[src/rtl/mac_accum_pkg.sv]
// Shared types, constants and carry-lookahead helpers for the streaming MAC accumulator.
package mac_accum_pkg;

  typedef enum logic [1:0] {
    StIdle,
    StAccum,
    StDone
  } state_e;

  localparam int unsigned SliceW  = 16;
  localparam int unsigned DefAccW = 32;
  localparam int unsigned DefCntW = 8;

  // Carries into bit positions 0..3 of a 4-bit lookahead group.
  function automatic logic [3:0] cla4_c(input logic [3:0] g, input logic [3:0] p, input logic ci);
    logic [3:0] c;
    c[0] = ci;
    c[1] = g[0] | (p[0] & ci);
    c[2] = g[1] | (p[1] & g[0]) | (p[1] & p[0] & ci);
    c[3] = g[2] | (p[2] & g[1]) | (p[2] & p[1] & g[0]) | (p[2] & p[1] & p[0] & ci);
    return c;
  endfunction

  // Group generate of a 4-bit lookahead group.
  function automatic logic cla4_g(input logic [3:0] g, input logic [3:0] p);
    return g[3] | (p[3] & g[2]) | (p[3] & p[2] & g[1]) | (p[3] & p[2] & p[1] & g[0]);
  endfunction

endpackage

[src/rtl/mac_accum_16_if.sv]
// Job control, input stream and result handshake of the MAC accumulator.
interface mac_accum_16_if #(
  parameter int unsigned AccW = mac_accum_pkg::DefAccW,
  parameter int unsigned CntW = mac_accum_pkg::DefCntW
);

  logic                             start;
  logic [CntW-1:0]                  len;
  logic                             in_valid;
  logic                             in_ready;
  logic [mac_accum_pkg::SliceW-1:0] in_data;
  logic                             out_valid;
  logic                             out_ready;
  logic [AccW-1:0]                  out_data;
  logic                             out_ovf;
  logic                             busy;

  modport master (
    output start, len, in_valid, in_data, out_ready,
    input  in_ready, out_valid, out_data, out_ovf, busy
  );

  modport slave (
    input  start, len, in_valid, in_data, out_ready,
    output in_ready, out_valid, out_data, out_ovf, busy
  );

endinterface

[src/rtl/mac_accum_16_cla.sv]
// 16-bit two-level carry-lookahead adder slice (four 4-bit groups).
module mac_accum_16_cla
  import mac_accum_pkg::*;
(
  input  logic [SliceW-1:0] a_i,
  input  logic [SliceW-1:0] b_i,
  input  logic              cin_i,
  output logic [SliceW-1:0] sum_o,
  output logic              cout_o
);

  logic [SliceW-1:0] g, p, c;
  logic [3:0]        gg, gp, gcin;

  // Bit generate/propagate, group lookahead, then per-bit carries from group carry-ins.
  always_comb begin
    g = a_i & b_i;
    p = a_i ^ b_i;
    for (int k = 0; k < 4; k++) begin
      gg[k] = cla4_g(g[4*k +: 4], p[4*k +: 4]);
      gp[k] = &p[4*k +: 4];
    end
    gcin = cla4_c(gg, gp, cin_i);
    for (int k = 0; k < 4; k++) begin
      c[4*k +: 4] = cla4_c(g[4*k +: 4], p[4*k +: 4], gcin[k]);
    end
    sum_o  = p ^ c;
    cout_o = cla4_g(gg, gp) | (&gp & cin_i);
  end

endmodule

[src/rtl/mac_accum_16.sv]
// Streaming signed accumulator: sums len sign-extended 16-bit terms, then offers the result.
module mac_accum_16
  import mac_accum_pkg::*;
#(
  parameter int unsigned AccW = DefAccW,
  parameter int unsigned CntW = DefCntW
) (
  input  logic         clk,
  input  logic         rst,
  mac_accum_16_if.slave bus
);

  localparam int unsigned NumSlices = AccW / SliceW;

  state_e            state_q, state_d;
  logic [AccW-1:0]   acc_q, acc_d;
  logic [CntW-1:0]   cnt_q, cnt_d;
  logic              ovf_q, ovf_d;
  logic [AccW-1:0]   addend, sum;
  logic [NumSlices:0] carry;
  logic              add_ovf;
  logic              unused_cout;

  assign addend   = AccW'($signed(bus.in_data));
  assign carry[0] = 1'b0;
  // The final carry-out carries no information for a wrapping two's-complement sum.
  assign unused_cout = carry[NumSlices];

  for (genvar s = 0; s < NumSlices; s++) begin : g_slice
    mac_accum_16_cla u_cla (
      .a_i   (acc_q[s*SliceW +: SliceW]),
      .b_i   (addend[s*SliceW +: SliceW]),
      .cin_i (carry[s]),
      .sum_o (sum[s*SliceW +: SliceW]),
      .cout_o(carry[s+1])
    );
  end

  // Signed overflow: like-signed addends yielding a sum of the opposite sign.
  assign add_ovf = (acc_q[AccW-1] == addend[AccW-1]) && (sum[AccW-1] != acc_q[AccW-1]);

  // Handshake outputs decode from registered state only.
  assign bus.in_ready  = (state_q == StAccum);
  assign bus.out_valid = (state_q == StDone);
  assign bus.busy      = (state_q != StIdle);
  assign bus.out_data  = acc_q;
  assign bus.out_ovf   = ovf_q;

  // Next-state logic: job start, term accumulation, result handoff.
  always_comb begin
    state_d = state_q;
    acc_d   = acc_q;
    cnt_d   = cnt_q;
    ovf_d   = ovf_q;
    unique case (state_q)
      StIdle: begin
        if (bus.start) begin
          acc_d   = '0;
          ovf_d   = 1'b0;
          cnt_d   = bus.len;
          state_d = (bus.len == '0) ? StDone : StAccum;
        end
      end
      StAccum: begin
        if (bus.in_valid) begin
          acc_d = sum;
          ovf_d = ovf_q | add_ovf;
          cnt_d = cnt_q - CntW'(1);
          if (cnt_q == CntW'(1)) begin
            state_d = StDone;
          end
        end
      end
      StDone: begin
        if (bus.out_ready) begin
          state_d = StIdle;
        end
      end
      default: state_d = StIdle;
    endcase
  end

  // State registers with synchronous reset.
  always_ff @(posedge clk) begin
    if (rst) begin
      state_q <= StIdle;
      acc_q   <= '0;
      cnt_q   <= '0;
      ovf_q   <= 1'b0;
    end else begin
      state_q <= state_d;
      acc_q   <= acc_d;
      cnt_q   <= cnt_d;
      ovf_q   <= ovf_d;
    end
  end

endmodule

[src/flat_wrapper.sv]
// flat-port wrapper written by rule: the top's interface ports become plain ports
module mac_accum_16_flat import mac_accum_pkg::*;
#(
  parameter int unsigned AccW = DefAccW,
  parameter int unsigned CntW = DefCntW
)
  (clk, rst, bus_start, bus_len, bus_in_valid, bus_in_data, bus_out_ready, bus_in_ready, bus_out_valid, bus_out_data, bus_out_ovf, bus_busy);
  mac_accum_16_if #(.AccW(AccW), .CntW(CntW)) bus_i ();
  input  logic clk;
  input  logic rst;
  input wire logic [$bits(bus_i.start)-1:0] bus_start;
  input wire logic [$bits(bus_i.len)-1:0] bus_len;
  input wire logic [$bits(bus_i.in_valid)-1:0] bus_in_valid;
  input wire logic [$bits(bus_i.in_data)-1:0] bus_in_data;
  input wire logic [$bits(bus_i.out_ready)-1:0] bus_out_ready;
  output wire logic [$bits(bus_i.in_ready)-1:0] bus_in_ready;
  output wire logic [$bits(bus_i.out_valid)-1:0] bus_out_valid;
  output wire logic [$bits(bus_i.out_data)-1:0] bus_out_data;
  output wire logic [$bits(bus_i.out_ovf)-1:0] bus_out_ovf;
  output wire logic [$bits(bus_i.busy)-1:0] bus_busy;
  assign bus_i.start = bus_start;
  assign bus_i.len = bus_len;
  assign bus_i.in_valid = bus_in_valid;
  assign bus_i.in_data = bus_in_data;
  assign bus_i.out_ready = bus_out_ready;
  assign bus_in_ready = bus_i.in_ready;
  assign bus_out_valid = bus_i.out_valid;
  assign bus_out_data = bus_i.out_data;
  assign bus_out_ovf = bus_i.out_ovf;
  assign bus_busy = bus_i.busy;
  mac_accum_16 #(.AccW(AccW), .CntW(CntW)) u_core (.clk(clk), .rst(rst), .bus(bus_i));
endmodule
[config.mk]
export PLATFORM = sky130hd
export DESIGN_NAME = mac_accum_16_flat
export DESIGN_NICKNAME = d
export VERILOG_FILES = /design/src/rtl/mac_accum_pkg.sv /design/src/rtl/mac_accum_16_if.sv /design/src/rtl/mac_accum_16_cla.sv /design/src/rtl/mac_accum_16.sv /design/src/flat_wrapper.sv
export SDC_FILE = /design/constraint.sdc
export NUM_CORES = 1
export LEC_CHECK = 0
export CAP_MARGIN = 20
export CORE_UTILIZATION = 50
export DETAILED_ROUTE_END_ITERATION = 6
export PLACE_DENSITY = 0.89
export SLEW_MARGIN = 25
export SYNTH_ARGS = -nofsm -noshare
export SYNTH_HDL_FRONTEND = slang
export SYNTH_SLANG_ARGS = --single-unit
[constraint.sdc]
create_clock -name clk -period 3.8 [get_ports clk]
set_input_delay 0.38 -clock clk [delete_from_list [all_inputs] [get_ports clk]]
set_output_delay 0.38 -clock clk [all_outputs]
set_load 0.005 [all_outputs]
==> impl_metrics.yaml <==
timing:
  rsz0062_at_grt: "no"
  setup-tns-final_ns: 0
  worst_pin_slew_ns: 0.937
  fmax_ghz: 0.299
  fin_crit_ns: 3.34
  finClkSkew_ns: 0.00855
  final-setup-viol-count: 0
  slew_viol_final: 0
  timing.final.crit_share_pct: 88.0
  hold_violations: 0
  maxSlewHeadroom_pct: 37.5
worst_hold_path:
  hp-start: "u_core.bus.out_ovf"
  min_path_cells: 1
  min_path_type: "register to register"
  holdPathEnd: "u_core.bus.out_ovf"
outcome:
  status: "complete, no violations"
global_route:
  antenna_found_initial: 0
  grt_pass1_wl_mm: 12.3
  grt_max_degree: 36
  grt_usage_pct: 24.5
  gr-total-overflow: 0
  grt_pass1_vias: 2792
yosys:
  yosysMostFrequentCell: "dfxtp_1"
  synthArstFlopShare_pct: 0
  yosysSeqAreaShare_pct: 28.7
  syn_area_um2: 3000
  synth_top_area_share_pct: 28.7
  synth_edf_count: 0
  avgSynthCellArea_um2: 8.48
  synth_ff_type: "dfxtp_1"
  yosysWarnings: 0
  ys_ff_latch: 43
  ys_types: 50
  synth_cells: 354
  syn_nets: 424
  synth_top_cell_by_area: "dfxtp_1"
  synth_commonest_cells: "43 x dfxtp_1, 39 x a21oi_1, 39 x nor2_1"
  synthTopCellsByArea: "dfxtp_1 29%, ha_1 14%, a21oi_1 6.5%, fa_1 5.3%, nor2_1 4.9%"
clocking:
  clk_latency_ns: 0.29
  cts_root_buf: "clkbuf_8"
  cts_resized: 0
  cts.sinks: 43
  cts_tree: "yes"
  clk_pin_slew_ns: 0.08
  clockBufferDepth: 2
  cts_hold_buffers: 0
  htreeDepth: 2
  cts_buffers: 5
  postCtsSetupBuffers: 0
drt:
  drtPass1Iterations: 4
  routedWlPerCell_um: 15.1
  ant_nets: 0
  routed_wl_mm: 7.46
  drt_iter0_markers: 162
  drc: 0
  vias: 2913
  via_per_inst: 5.91
floorplanning:
  coreArea_um2: 5640
  die-area_um2: 6310
  start_util_pct: 53.2
  rows: 27
  io_pins: 65
  die_height_um: 79.5
  die_w_um: 79.5
setup_path:
  path_cells: "clkdlybuf4s50_1 -> ha_1 -> nand2_1 -> nor2_1 -> nand2_1 -> o211ai_2 -> a21oi_2 -> o311ai_0 -> a21oi_1 -> fa_1 -> xnor2_1 -> nand3_1 -> a21oi_1"
  ff2ff_path_depth: 12
  reg2reg_from: "u_core.bus.out_data[2]"
  startpoint_type: "primary input"
  worstSetupPathType: "primary input to register"
  crit_arrival_ns: 3.57
  critPathMaxFanout: 5
  r2r_end: "u_core.bus.out_data[29]"
  ff2ff_setup_slack_ns: 0.65
  critical-path-max-stage-delay_ns: 0.55
  cp-end-kind: "register"
  slowest_stage: "o311ai_0"
  worstPathRequired_ns: 4.03
pwr:
  vdd_drop_max_uv: 271
  leakage_nw: 1.59
  power_density_nw_per_um2: 496
place:
  portBuffers: 64
  dp_hpwl_mm: 5.52
  gp_congestion: 0.882
finish:
  drive_above_1_share_pct: 6.65
  syn_to_final_growth_pct: 27.6
  final_nets: 490
  antenna_cells: 0
  fin_util_pct: 67.9
flow_run:
  drv_cap: 0
[power by group]
group | switching (W) | total (W) | leakage, nW | internal (W)
Sequential | 0.0000869 | 0.000621 | 0.350 | 0.000534
Clock | 0.000164 | 0.000329 | 0.0505 | 0.000166
Combinational | 0.000523 | 0.000947 | 1.19 | 0.000424
[critical path, delay by kind of cell]
family | cells | cell delay, ns
adder cells (fa/ha/maj) | 2 | 0.80
AO/OA/AOI/OAI | 5 | 1.20
AND/OR/NAND/NOR | 4 | 0.48
XOR/XNOR | 1 | 0.19
buffers and inverters | 1 | 0.53
[metal layers]
layer	global-route usage (%)	up-vias	wire length (um)
met4	8.36	0	114
met2	44.1	77	3800
met5	0	-	0
met3	3.66	12	315
met1	29.3	1409	3220
li1	-	1415	-
[layout by cell type, fill, tap and decap left out, drive strengths merged, types with 12 or more instances in the layout]
master	netlist	routed
a21oi	43	43
a22oi	13	13
clkdlybuf4s50	0	64
dfxtp	43	43
ha	33	33
inv	12	12
nand2	31	31
nand3	14	14
nor2	39	39
o21ai	19	19
[metrics by stage]
stage | total power (W) | area, um^2 | setup slack, ns | hold WS, ns | cells
final | 0.00190 | 3830 | 0.458 | 0.487 | 493
after global routing | 0.00204 | 3830 | 0.193 | 0.502 | 493
after CTS | 0.00189 | 3830 | 0.442 | 0.490 | 493
after detailed placement | 0.00156 | 3730 | 0.216 | 0.471 | 485
after global placement | 0.00151 | 3730 | 0.370 | 0.457 | 485
after floorplan | 0.00123 | 3000 | 1.02 | 0.445 | 354
[final cells by class]
type | instances | area, um^2
clock inverters | 1 | 7.51
flip-flops and latches | 43 | 861
multi-input cells | 286 | 2030
clock buffers | 7 | 96.3
repair buffers | 72 | 701
fillers | 449 | 1810
inverters | 12 | 45.0
well taps | 72 | 90.1
[registers in the layout, summed over array words and instances (netlist names)]
| signal | flops |
|---|---|
| u_core.bus.out_data | 32 |
| u_core.cnt_q | 8 |
| u_core.state_q | 2 |
| u_core.bus.out_ovf | 1 |
[cell families after synthesis]
family | Yosys count | share of synthesized area [%]
AOI/OAI and AO/OA | 113 | 25.2
xor gates and xnor gates | 21 | 6.13
adders and majority gates | 41 | 19.1
buffers and inverters | 25 | 3.79
DFF | 43 | 28.7
muxes | 2 | 0.667
and+or+nand+nor | 109 | 16.4
[worst max path at each step]
| stage | depth (start not counted) | start | endpoint | slack [ns] |
|---|---|---|---|---|
| 6_report | 13 | bus_in_data[15] | u_core.bus.out_data[29] | 0.46 |
| 5_1_grt | 13 | bus_in_data[15] | u_core.bus.out_data[29] | 0.19 |
| 4_1_cts | 13 | bus_in_data[15] | u_core.bus.out_data[29] | 0.44 |
| 3_5_place_dp | 13 | bus_in_data[15] | u_core.bus.out_data[29] | 0.22 |
| 3_3_place_gp | 15 | bus_in_data[15] | u_core.bus.out_data[28] | 0.37 |
| 2_1_floorplan | 12 | bus_in_data[2] | u_core.bus.out_data[29] | 1.02 |
No activity file was read; power rests on OpenSTA's default activity.
